<file path="config.mk">
export PLATFORM = sky130hd
export DESIGN_NAME = mem_arbiter
export DESIGN_NICKNAME = d
export VERILOG_FILES = /design/src/rtl/mem_arbiter.sv
export SDC_FILE = /design/constraint.sdc
export NUM_CORES = 1
export LEC_CHECK = 0
export ABC_AREA = 1
export BUFFER_PORTS_ARGS = -buffer_cell sky130_fd_sc_hd__buf_2
export CAP_MARGIN = 0
export CELL_PAD_IN_SITES_DETAIL_PLACEMENT = 0
export CELL_PAD_IN_SITES_GLOBAL_PLACEMENT = 2
export CORE_AREA = 2 2 292 294
export DETAILED_ROUTE_END_ITERATION = 7
export DIE_AREA = 0 0 294 296
export PLACE_DENSITY = 0.63
export SLEW_MARGIN = 25
export SYNTH_ARGS = -nofsm -noshare
export SYNTH_HDL_FRONTEND = slang
export SYNTH_SLANG_ARGS = --single-unit
</file>
<file path="constraint.sdc">
create_clock -name clk -period 2.3 [get_ports clk]
set_input_delay 0.115 -clock clk [delete_from_list [all_inputs] [get_ports clk]]
set_output_delay 0.115 -clock clk [all_outputs]
set_load 0.05 [all_outputs]
</file>
<file path="src/rtl/mem_arbiter.sv">
// Round-robin arbiter sharing one line-wide memory port between the icache refill
// path and the dcache refill/writeback path; one transaction in flight at a time.
module mem_arbiter #(
    parameter int ADDR_W = 32,
    parameter int LINE_W = 128
) (
    input  logic              clk,
    input  logic              reset,
    input  logic              ic_req,
    input  logic [ADDR_W-1:0] ic_addr,
    output logic              ic_done,
    output logic [LINE_W-1:0] ic_rdata,
    input  logic              dc_req,
    input  logic              dc_we,
    input  logic [ADDR_W-1:0] dc_addr,
    input  logic [LINE_W-1:0] dc_wdata,
    output logic              dc_done,
    output logic [LINE_W-1:0] dc_rdata,
    output logic              mem_req,
    output logic              mem_we,
    output logic [ADDR_W-1:0] mem_addr,
    output logic [LINE_W-1:0] mem_wdata,
    input  logic [LINE_W-1:0] mem_rdata,
    input  logic              mem_ready,
    output logic              busy
);

    typedef enum logic [2:0] {
        IDLE   = 3'd0,
        BUSY_I = 3'd1,
        BUSY_D = 3'd2,
        DONE_I = 3'd3,
        DONE_D = 3'd4
    } state_t;

    state_t              state_q, state_d;
    logic                last_d_q, last_d_d;     // 1 = last grant went to the dcache
    logic [ADDR_W-1:0]   addr_q, addr_d;
    logic                we_q, we_d;
    logic [LINE_W-1:0]   wdata_q, wdata_d;
    logic [LINE_W-1:0]   ic_rdata_q, ic_rdata_d;
    logic [LINE_W-1:0]   dc_rdata_q, dc_rdata_d;

    always_ff @(posedge clk or negedge reset) begin
        if (!reset) begin
            state_q    <= IDLE;
            last_d_q   <= 1'b0;
            addr_q     <= '0;
            we_q       <= 1'b0;
            wdata_q    <= '0;
            ic_rdata_q <= '0;
            dc_rdata_q <= '0;
        end else begin
            state_q    <= state_d;
            last_d_q   <= last_d_d;
            addr_q     <= addr_d;
            we_q       <= we_d;
            wdata_q    <= wdata_d;
            ic_rdata_q <= ic_rdata_d;
            dc_rdata_q <= dc_rdata_d;
        end
    end

    always_comb begin
        state_d    = state_q;
        last_d_d   = last_d_q;
        addr_d     = addr_q;
        we_d       = we_q;
        wdata_d    = wdata_q;
        ic_rdata_d = ic_rdata_q;
        dc_rdata_d = dc_rdata_q;
        unique case (state_q)
            IDLE: begin
                // On contention the side that did not win last time gets the port.
                if (dc_req && (!ic_req || !last_d_q)) begin
                    state_d  = BUSY_D;
                    addr_d   = dc_addr;
                    we_d     = dc_we;
                    wdata_d  = dc_wdata;
                    last_d_d = 1'b1;
                end else if (ic_req) begin
                    state_d  = BUSY_I;
                    addr_d   = ic_addr;
                    we_d     = 1'b0;
                    wdata_d  = '0;
                    last_d_d = 1'b0;
                end
            end
            BUSY_I: begin
                if (mem_ready) begin
                    ic_rdata_d = mem_rdata;
                    state_d    = DONE_I;
                end
            end
            BUSY_D: begin
                if (mem_ready) begin
                    if (!we_q) begin
                        dc_rdata_d = mem_rdata;
                    end
                    state_d = DONE_D;
                end
            end
            DONE_I:  state_d = IDLE;
            DONE_D:  state_d = IDLE;
            default: state_d = IDLE;
        endcase
    end

    // Decoded from the state register so an async reset drops them immediately.
    assign mem_req   = (state_q == BUSY_I) || (state_q == BUSY_D);
    assign ic_done   = (state_q == DONE_I);
    assign dc_done   = (state_q == DONE_D);
    assign busy      = (state_q != IDLE);
    assign mem_we    = we_q;
    assign mem_addr  = addr_q;
    assign mem_wdata = wdata_q;
    assign ic_rdata  = ic_rdata_q;
    assign dc_rdata  = dc_rdata_q;

endmodule

</file>
* Word level (Yosys, flattened, before mapping)
Index checks and enable logic that the tools add are counted.
** Cells by class
- Bitwise logic cells :: 1
- Mux-type cells :: 12
- Equal/unequal tests :: 7
- Reduce and logical (&&, ||, !) cells :: 12
** Operator list (number)
- 2-to-1 mux 128 bit :: 2
- 2-to-1 mux 32 bit :: 2
- 2-to-1 mux 3 bit :: 4
- case mux 3 bit (3 select lines) :: 1
- == test 3 x 2 -> 1 bit, second input constant :: 2
- AND reduction 3 bit :: 2
- inequality test 2 bit, second input constant :: 2
- AND reduction 2 bit :: 2
- == test 3 x 1 -> 1 bit, second input constant :: 1
- == test 3 bit, second input constant :: 1
- zero test 3 bit :: 1
- 2-to-1 mux 1 bit :: 3
- inequality test 3 bit, second input constant :: 1
- nonzero test 3 bit :: 1
- zero test 1 bit :: 2
- logical OR 1 bit :: 2
- nonzero test 2 bit :: 1
- logical AND 1 bit :: 1
- inverter 1 bit :: 1
** Word-level totals
- Bits in registers :: 421
- Bits of input ports :: 326
- Output and inout port bits :: 421

* Depth between registers and ports, before layout
Gate-level depths: netlist of the first run.
- Word-level depth :: 5
- Mapped depth :: 8

* Worst setup path after synthesis of the first run
OpenSTA, ideal clock, no wires.
- Path kind :: register -> output
- Start point :: register state_q[0]
- End point :: output port dc_done
- Cell stages (with the launch flop) :: 2
- Data arrival time :: 1.533 ns
- Path buffers :: 0
- Slack :: 0.652 ns
- Cell sequence :: dfrtp_1 -> nor3_1
** Between the ends
- Longest elaborated chain between the ends :: 1
** RTL lines
- start: declaration :: RTL line 36 : state_t state_q, state_d;
- start signal: assignment :: RTL line 54 : state_q <= state_d;
- == test 3 bit :: RTL line 112 : assign dc_done = (state_q == DONE_D);
- end: declaration :: RTL line 17 : output logic dc_done,
No other way between the ends.

* Worst setup path in the final report of the first run
- Start point :: register last_d_q
- End point :: register addr_q[7], in the netlist mem_addr[7]
** Between the ends
- Longest elaborated chain between the ends :: 5
- Elaborated cells between the ends (all ways) :: 6
- Classes of those cells :: mux: 1; reduce/logical: 5
** RTL lines
- start: declaration :: RTL line 37 : logic last_d_q, last_d_d;
- start signal: assignment :: RTL line 55 : last_d_q <= last_d_d;
- zero test 1 bit * :: RTL line 75 : if (dc_req && (!ic_req || !last_d_q)) begin
- logical OR 1 bit * :: RTL line 75
- logical AND 1 bit * :: RTL line 75
- nonzero test 2 bit (no line)
- AND reduction 2 bit (no line)
- end signal: assignment :: RTL line 56 : addr_q <= addr_d;
- end: declaration :: RTL line 38 : logic [ADDR_W-1:0] addr_q, addr_d;
Every way passes the cells marked *; elsewhere a longest branch is shown, timed or not.
A chain may end at the register's enable or synchronous reset.

==> results of run 1 <==
-- worst register-to-register path, cell delays in order, from the launching register on --
cell,delay [ns]
dfrtp_1,0.38
nand2_1,0.06
nand2_1,0.12
inv_4,0.11
buf_12,0.30
nand2_1,0.13
nand2_1,0.10
dlygate4sd3_1,0.59
nand2_1,0.06
nand2_1,0.06
-- final cells by class --
cell class	instances	area share
sequential	421	0.400
timing repair buffer	1112	0.285
multi-input combinational	1121	0.180
clock buffer	81	0.0592
tap	1090	0.0518
inverter	135	0.0195
clock inverter	13	0.00522
antenna	1	0.0000950
-- path summary, 6_finish.rpt --
check | from | end | slack, ns | depth (start not counted)
setup / recovery | last_d_q | mem_addr[7] | 0.33 | 9
hold / removal | reset | dc_rdata[120] | 0.10 | 2
setup reg to reg | last_d_q | mem_addr[7] | 0.33 | 9
hold reg to reg | mem_wdata[27] | mem_wdata[27] | 0.46 | 2
max in group asynchronous | reset | mem_addr[25] | 1.27 | 3
min in group clk | dc_req | mem_wdata[84] | 0.19 | 6
-- synthesized netlist by cell type --
master	instances	area, um^2
a21oi_1	128	641
inv_1	131	492
inv_2	4	15.0
dfrtp_1	421	10500
nand2_2	1	6.26
buf_4	14	105
nand2_1	591	2220
nand3_2	1	10.0
nor2_2	2	12.5
nand3_1	132	661
nor2_4	1	11.3
nor3_1	1	5.00
nand4_1	1	6.26
buf_1	6	22.5
buf_6	8	90.1
nor2_1	133	499
clkbuf_1	8	30.0
o21ai_0	130	651
buf_2	74	370
-- through the flow --
stage	power, mW	std cells	hold WS (ns)	area, um^2	setup slack [ns]
global placement	37.1	3554	0.131	21400	0.597
global route	48.2	3974	0.101	26400	0.144
finish	45.6	3974	0.102	26400	0.334
detailed placement	37.3	3554	0.136	21400	0.492
CTS	46.2	3973	0.0828	26300	0.284
floorplan	30.4	1787	-0.181	16400	0.652
-- timing repair --
action / in CTS / in global routing
hold buffers: 325 / 0
hold endpoints to repair: 588 / 0
gates resized for setup: 0 / 0
-- cell families after synthesis --
kind of cell           Yosys count  synth area share
AND/OR/NAND/NOR                863             0.209
AO/OA/AOI/OAI                  258            0.0788
buffers and inverters          245            0.0687
flip-flops                     421             0.643
-- flip-flops by register name, indices dropped and copies added, names as in the netlist --
signal,cells
dc_rdata,128
mem_wdata,128
mem_addr,32
mem_we,1
ic_rdata,128
state_q,3
last_d_q,1
-- power by group through the flow --
stage          Sequential [mW]  Combinational [mW]  Clock, mW
2_1_floorplan             25.1                5.29          0
6_report                  12.8                24.6       8.14
4_1_cts                   12.9                24.9       8.48
3_3_place_gp              12.8                24.2          0
5_1_grt                   13.3                26.1       8.78
3_5_place_dp              12.9                24.4          0
-- layer usage --
layer / global-route usage / vias to the layer above / wire (um)
met5: 0 / - / 13
met2: 0.251 / 492 / 32700
li1: - / 7721 / -
met1: 0.171 / 7442 / 26300
met3: 0.0361 / 107 / 4190
met4: 0.0529 / 2 / 2120
==> impl_metrics.yaml, run 1 <==
sta:
  fin_crit_ns: 1.97
  setup_viol: 0
  rsz0062_at_grt: "false"
  slew_viol_final: 0
  slew-limit-headroom: 0.572
  finalSetupTns_ns: 0
  finClkSkew_ns: 0.0165
  max_freq_ghz: 0.509
  worst_slew_pin_slew_ns: 0.642
  finalHoldViolations: 0
  fin_crit_sh: 0.855
die:
  fp.coreArea_um2: 84200
  dieHeight_um: 296
  fp.dieW_um: 294
  ios: 747
  row_count: 107
  start_util: 0.195
  dieArea_um2: 87000
critical_path:
  end_kind: "register"
  cp_num_buf_inv: 3
  cp_top_family: "buffers and inverters"
  crit_type: "register to register"
  cp-start-kind: "register"
  worst-endpoint-arrival_ns: 2.49
  cpMaxStageDelayCell: "dlygate4sd3_1"
  required_ns: 2.82
  cp_common_cell: "nand2_1"
  cp_max_fo: 90
  crit_chain: "nand2_1, nand2_1, inv_4, buf_12, nand2_1, nand2_1, dlygate4sd3_1, nand2_1, nand2_1"
  worst_path_largest_cell_delay_ns: 0.59
grt:
  grt_max_degree: 100
  grt_pass1_vias: 16388
  antenna_found_initial: 2
  grt_first_pass_wirelength_mm: 97.4
  track_usage: 0.144
  grt.overflow.total: 0
pwr:
  ir_drop_mv: 0.736
  swShare: 0.537
  power_density_nw_per_um2: 1730
  pwr-share-comb: 0.539
  p_leak_nw: 14.1
  clkPwrFrac: 0.179
  internal_power_mw: 21.1
  p_switching_mw: 24.5
  pwr-share-seq: 0.282
clock_network:
  cts_max_level: 2
  clk_pin_slew_ns: 0.06
  cts_tree: "built"
  cts_buffers: 51
  cts_buffer_depth: 3
  insertion_delay_ns: 0.59
  cts_sinks: 421
  cts-root-buf: "clkbuf_16"
  post-cts-setup-buffers: 0
cells_and_area:
  final_util: 0.313
  area_growth_pct: 60.9
  multi_input_area_um2: 4730
  final_common_cell: "buf_2"
  final_cell_mix: "buf_2 (745), nand2_1 (590), dfrtp_1 (421)"
  seqCellArea_um2: 10500
  fin_nets: 3168
  drive_above_1_share: 0.304
  fillers: 8994
route:
  firstDrtPassIters: 5
  drt-initial-drc-count: 723
  antenna_left: 0
  wl_per_cell_um: 16.4
  post-route-drc-count: 0
  vias_per_cell: 3.97
  wl_mm: 65.3
  vias: 15764
run:
  cap_violations: 0
synth:
  netlist_area_um2: 16400
  yosys_warnings: 0
  yosysSeqAreaShare: 0.643
  syn_nets: 2113
  ys_ff_latch: 421
  yosysUniqueCellTypes: 19
  avgSynthCellArea_um2: 9.17
  synth_cells: 1787
placement:
  port_buffers: 746
  place_congestion: 0.843
  dp_hpwl_mm: 48.6
worst_hold_path:
  holdCritPathClass: "input port to asynchronous set/reset pin"
outcome:
  status: "finished clean"
Note: power is estimated with default switching activity, not from simulation.
==> inputs of run 2 (changes only) <==
ABC_AREA = unset   (was 1)
CORE_AREA = 2 2 293 295   (was 2 2 292 294)
DIE_AREA = 0 0 295 297   (was 0 0 294 296)
PLACE_DENSITY = 0.55   (was 0.63)
==> run 2 against run 1 <==
Against the previous run:
- cell count shrank 18%
- worst hold slack got worse by 0.0076 ns
- sequential cell count is the same
- non-clock buffer count grew 11
- sequential share of layout area grew 0.62 points
- core utilization down 0.57 points
- first-iteration DRC count fell by 51%
- design area is 1.5% lower
- global-route usage is 1.4 points lower
- wire length is 9.0% lower
- highest routed layer unchanged
==> impl_metrics.yaml, run 2 <==
outcome:
  status: "finished clean"
route:
  vias_per_cell: 3.91
  antenna_left: 0
  wl_mm: 59.5
  firstDrtPassIters: 4
  post-route-drc-count: 0
  drt-initial-drc-count: 354
  wl_per_cell_um: 18.3
  vias: 12722
clock_network:
  insertion_delay_ns: 0.58
  cts_buffer_depth: 3
  cts_tree: "built"
  cts-root-buf: "clkbuf_16"
  cts_max_level: 2
  post-cts-setup-buffers: 0
  cts_buffers: 49
  clk_pin_slew_ns: 0.06
  cts_sinks: 421
die:
  fp.dieW_um: 295
  dieHeight_um: 297
  fp.coreArea_um2: 84500
  ios: 747
  row_count: 107
  start_util: 0.187
  dieArea_um2: 87600
critical_path:
  worst-endpoint-arrival_ns: 2.64
  endpoint: "mem_addr[5]"
  cpMaxStageDelayCell: "dlygate4sd3_1"
  rr_endpoint: "mem_addr[5]"
  required_ns: 2.75
  cp_max_fo: 11
  r2r_start: "state_q[0]"
  worst_path_largest_cell_delay_ns: 0.55
  reg2reg_slack_ns: 0.11
  ff2ff_path_depth: 6
  cp-start-kind: "register"
  crit_start: "state_q[0]"
  crit_chain: "buf_4, nor3_4, inv_2, or3_1, o221a_2, dlygate4sd3_1"
  crit_type: "register to register"
  end_kind: "register"
sta:
  slew-limit-headroom: 0.422
  fin_crit_sh: 0.952
  finalHoldViolations: 0
  fin_crit_ns: 2.19
  finClkSkew_ns: 0.0172
  finalSetupTns_ns: 0
  worst_slew_pin_slew_ns: 0.863
  hold_ws_ns: 0.0945
  rsz0062_at_grt: "false"
  max_freq_ghz: 0.457
  setup_viol: 0
  slew_viol_final: 0
synth:
  yosysUniqueCellTypes: 32
  ys_ff_latch: 421
  netlist_top_cells_area: "dfrtp_1 (67%), mux2_2 (18%), a22o_1 (7.1%)"
  synth-edff-count: 0
  yosysSeqAreaShare: 0.668
  synth_area_leader_cell: "dfrtp_1"
  synth_cells: 973
  synthDominantCellAreaShare: 0.668
  avgSynthCellArea_um2: 16.2
  yosys_warnings: 0
  synth_top_cells_by_count: "dfrtp_1 (421), mux2_2 (256), a22o_1 (127)"
  syn_nets: 1299
  netlist_area_um2: 15800
  synthFlopType: "dfrtp_1"
  synth.most_common_cell: "dfrtp_1"
  ys_async_sr_fraction: 1.00
cells_and_area:
  final_common_cell: "buf_2"
  area_growth_pct: 64.5
  drive_above_1_share: 0.554
  fin_nets: 2402
  final_cell_mix: "buf_2 (745), dfrtp_1 (420), dlygate4sd3_1 (326)"
grt:
  antenna_found_initial: 4
  grt_max_degree: 63
  grt_pass1_vias: 14004
  track_usage: 0.131
  grt.overflow.total: 0
  grt_first_pass_wirelength_mm: 88.1
placement:
  port_buffers: 746
  dp_hpwl_mm: 44.2
  place_congestion: 0.782
run:
  cap_violations: 0
worst_hold_path:
  holdCritPathClass: "input port to asynchronous set/reset pin"
## run 2: changes by cell type after synthesis, moves of 129 or more
cell / change
o21ai_0: -129
mux2_2: +256
inv_1: -131
nor2_1: -129
nand2_1: -586
nand3_1: -131
## run 2: stage by stage
step	setup slack (ns)	cells	area, um^2	utilization
CTS	0.00649	3251	25900	0.307
global placement	0.364	2843	21100	0.250
global route	0.0185	3252	25900	0.307
detailed placement	0.299	2843	21100	0.250
floorplan	0.497	973	15800	-
finish	0.110	3253	26000	0.307
## run 2: worst min path at each step
| stage | startpoint | to | slack (ns) | cells past startpoint |
|---|---|---|---|---|
| floorplan | reset | dc_rdata[0] | -0.18 | 0 |
| global placement | reset | ic_rdata[81] | 0.12 | 1 |
| detailed placement | reset | ic_rdata[81] | 0.12 | 1 |
| CTS | reset | ic_rdata[81] | 0.08 | 2 |
| global route | reset | ic_rdata[81] | 0.11 | 2 |
| finish | reset | ic_rdata[81] | 0.09 | 2 |
## run 2: critical path, delay by kind of cell, from the launching register on
kind | cells | cell delay, ns
and+or+nand+nor | 2 | 0.62
DFF | 1 | 0.39
AOI/OAI and AO/OA | 1 | 0.14
buffers and inverters | 3 | 0.91
## run 2: area by class of cell
class | count | area, um^2
antenna | 2 | 5.00
clock buffer | 70 | 1470
clock inverter | 12 | 101
fill | 8641 | 58500
inverter | 2 | 7.51
multi-input combinational | 479 | 4790
sequential | 421 | 10500
tap | 1144 | 1430
timing repair buffer | 1123 | 7610
## run 2: what timing repair did
action / 4_1_cts / 5_1_grt
hold endpoints to repair: 598 / 0
hold buffers: 326 / 0
resized for setup: 1 / 2
endpoints found under the setup margin: 1 / 3
## run 2: routing by layer
metal	vias to the layer above	share of wire	global-route usage
li1	5827	-	-
met1	6298	0.39	0.147
met2	518	0.50	0.237
met3	75	0.081	0.0402
met4	4	0.023	0.0330
met5	-	0.00044	0
## run 2: cells by family after synthesis
group | share of synthesized area
buffers and inverters | 0.0305
muxes | 0.183
and+or+nand+nor | 0.0206
xor gates and xnor gates | 0.000555
DFF | 0.668
AOI/OAI and AO/OA | 0.0978
Power of run 2 is left out: the tool's default activity adds up to more than one toggle a clock period on the data nets, which glitch-free logic cannot reach.
==> inputs of run 3 (changes only) <==
MAX_ROUTING_LAYER = met4   (was unset)
==> run 3 against run 2 <==
Against the previous run:
- critical path depth is the same
- wire length is essentially flat
- first-iteration DRC count grew 0.85%
- global-route usage grew 0.37 points
- design area is essentially flat
- register-to-register slack is essentially flat
- core utilization is essentially flat
- non-clock buffer count is the same
- clock skew shrank 0.0080 ns
- sequential share of layout area is essentially flat
- worst hold slack is essentially flat
- critical path type unchanged
- critical endpoint unchanged
==> impl_metrics.yaml, run 3 (synthesis gave the netlist of run 2 again) <==
die:
  start_util: 0.187
  fp.coreArea_um2: 84500
  ios: 747
  row_count: 107
  dieArea_um2: 87600
  fp.dieW_um: 295
  dieHeight_um: 297
critical_path:
  required_ns: 2.75
  ff2ff_path_depth: 6
  worst_path_largest_cell_delay_ns: 0.55
  worst-endpoint-arrival_ns: 2.65
  crit_chain: "buf_4, nor3_4, inv_2, or3_1, o221a_2, dlygate4sd3_1"
  cp_num_buf_inv: 3
  rr_endpoint: "mem_addr[5]"
  cpMaxStageDelayCell: "dlygate4sd3_1"
  end_kind: "register"
  cp_max_fo: 11
  cp_top_family: "buffers and inverters"
  crit_type: "register to register"
  r2r_start: "state_q[0]"
  reg2reg_slack_ns: 0.10
  cp-start-kind: "register"
cells_and_area:
  final_common_cell: "buf_2"
  fin_nets: 2402
  final_cell_mix: "buf_2 (745), dfrtp_1 (420), dlygate4sd3_1 (326)"
  fillers: 8638
  multi_input_area_um2: 4790
  final_area_um2: 26000
  seqCellArea_um2: 10500
  area_growth_pct: 64.6
  finalNonFillerCells: 3257
  drive_above_1_share: 0.554
  final_util: 0.307
sta:
  worst_slew_pin_slew_ns: 0.855
  slew_viol_final: 0
  slew-limit-headroom: 0.428
  finClkSkew_ns: 0.00917
  fin_crit_sh: 0.955
  max_freq_ghz: 0.455
  rsz0062_at_grt: "false"
  setup_viol: 0
  finalSetupTns_ns: 0
  fin_crit_ns: 2.20
  finalHoldViolations: 0
route:
  antenna_left: 0
  wl_per_cell_um: 18.2
  firstDrtPassIters: 4
  post-route-drc-count: 0
  drt-initial-drc-count: 357
  vias_per_cell: 3.93
  vias: 12784
  wl_mm: 59.4
outcome:
  status: "finished clean"
placement:
  place_congestion: 0.793
  numPlacedInstances: 2843
  dp_hpwl_mm: 44.2
  dpl_cell_area_um2: 21100
  port_buffers: 746
clock_network:
  insertion_delay_ns: 0.58
  cts-root-buf: "clkbuf_16"
  cts_max_level: 2
  cts_buffer_depth: 3
  cts_sinks: 421
  cts_buffers: 49
  clk_pin_slew_ns: 0.06
  cts_tree: "built"
grt:
  grt_pass1_vias: 14031
  antenna_found_initial: 5
  grt_first_pass_wirelength_mm: 88.0
  grt_max_degree: 63
  track_usage: 0.134
  grt.overflow.total: 0
run:
  cap_violations: 0
worst_hold_path:
  holdCritPathClass: "input port to asynchronous set/reset pin"
run 3: cell count changes in the layout (fill, tap and decap cells not counted):
cell     change
diode_2      +4
run 3: metrics by stage:
| stage | hold slack (ns) | setup WS [ns] |
|---|---|---|
| floorplan | -0.181 | 0.497 |
| global placement | 0.118 | 0.364 |
| detailed placement | 0.123 | 0.299 |
| CTS | 0.0841 | 0.00649 |
| global route | 0.113 | 0.0185 |
| finish | 0.0947 | 0.103 |
run 3: how the worst max path moves through the flow:
stage,startpoint,to,slack [ns],cells past startpoint
floorplan,state_q[0],ic_done,0.50,3
global placement,state_q[1],dc_rdata[102],0.36,5
detailed placement,state_q[1],dc_rdata[53],0.30,5
CTS,state_q[1],busy,0.006,4
global route,state_q[0],mem_addr[6],0.02,7
finish,state_q[0],mem_addr[5],0.10,6
run 3: layout make-up:
type	count	area share
sequential	421	0.406
timing repair buffer	1123	0.293
inverter	2	0.000289
clock inverter	12	0.00390
multi-input combinational	479	0.185
antenna	6	0.000578
clock buffer	70	0.0565
tap	1144	0.0551
run 3: repair_timing:
item | CTS | global route
buffers inserted | 0 | 0
gates cloned | 0 | 0
setup endpoints to repair | 1 | 3
hold buffers | 326 | 0
endpoints found under the hold margin | 598 | 0
gates resized for setup | 1 | 2
run 3: per-layer routing:
metal | routed length [um] | share of wire | vias up | GRT usage
li1 | - | - | 5836 | -
met1 | 23300 | 0.39 | 6348 | 0.148
met2 | 30000 | 0.51 | 523 | 0.236
met3 | 4700 | 0.079 | 77 | 0.0386
met4 | 1340 | 0.023 | 0 | 0.0343
met5 | 0 | 0 | - | -
run 3: worst register-to-register path, cell delays in order (launching register included):
cell           delay (ns)
dfrtp_1              0.40
buf_4                0.17
nor3_4               0.20
inv_2                0.18
or3_1                0.43
o221a_2              0.14
dlygate4sd3_1        0.55
Power of run 3 is left out for the same reason.
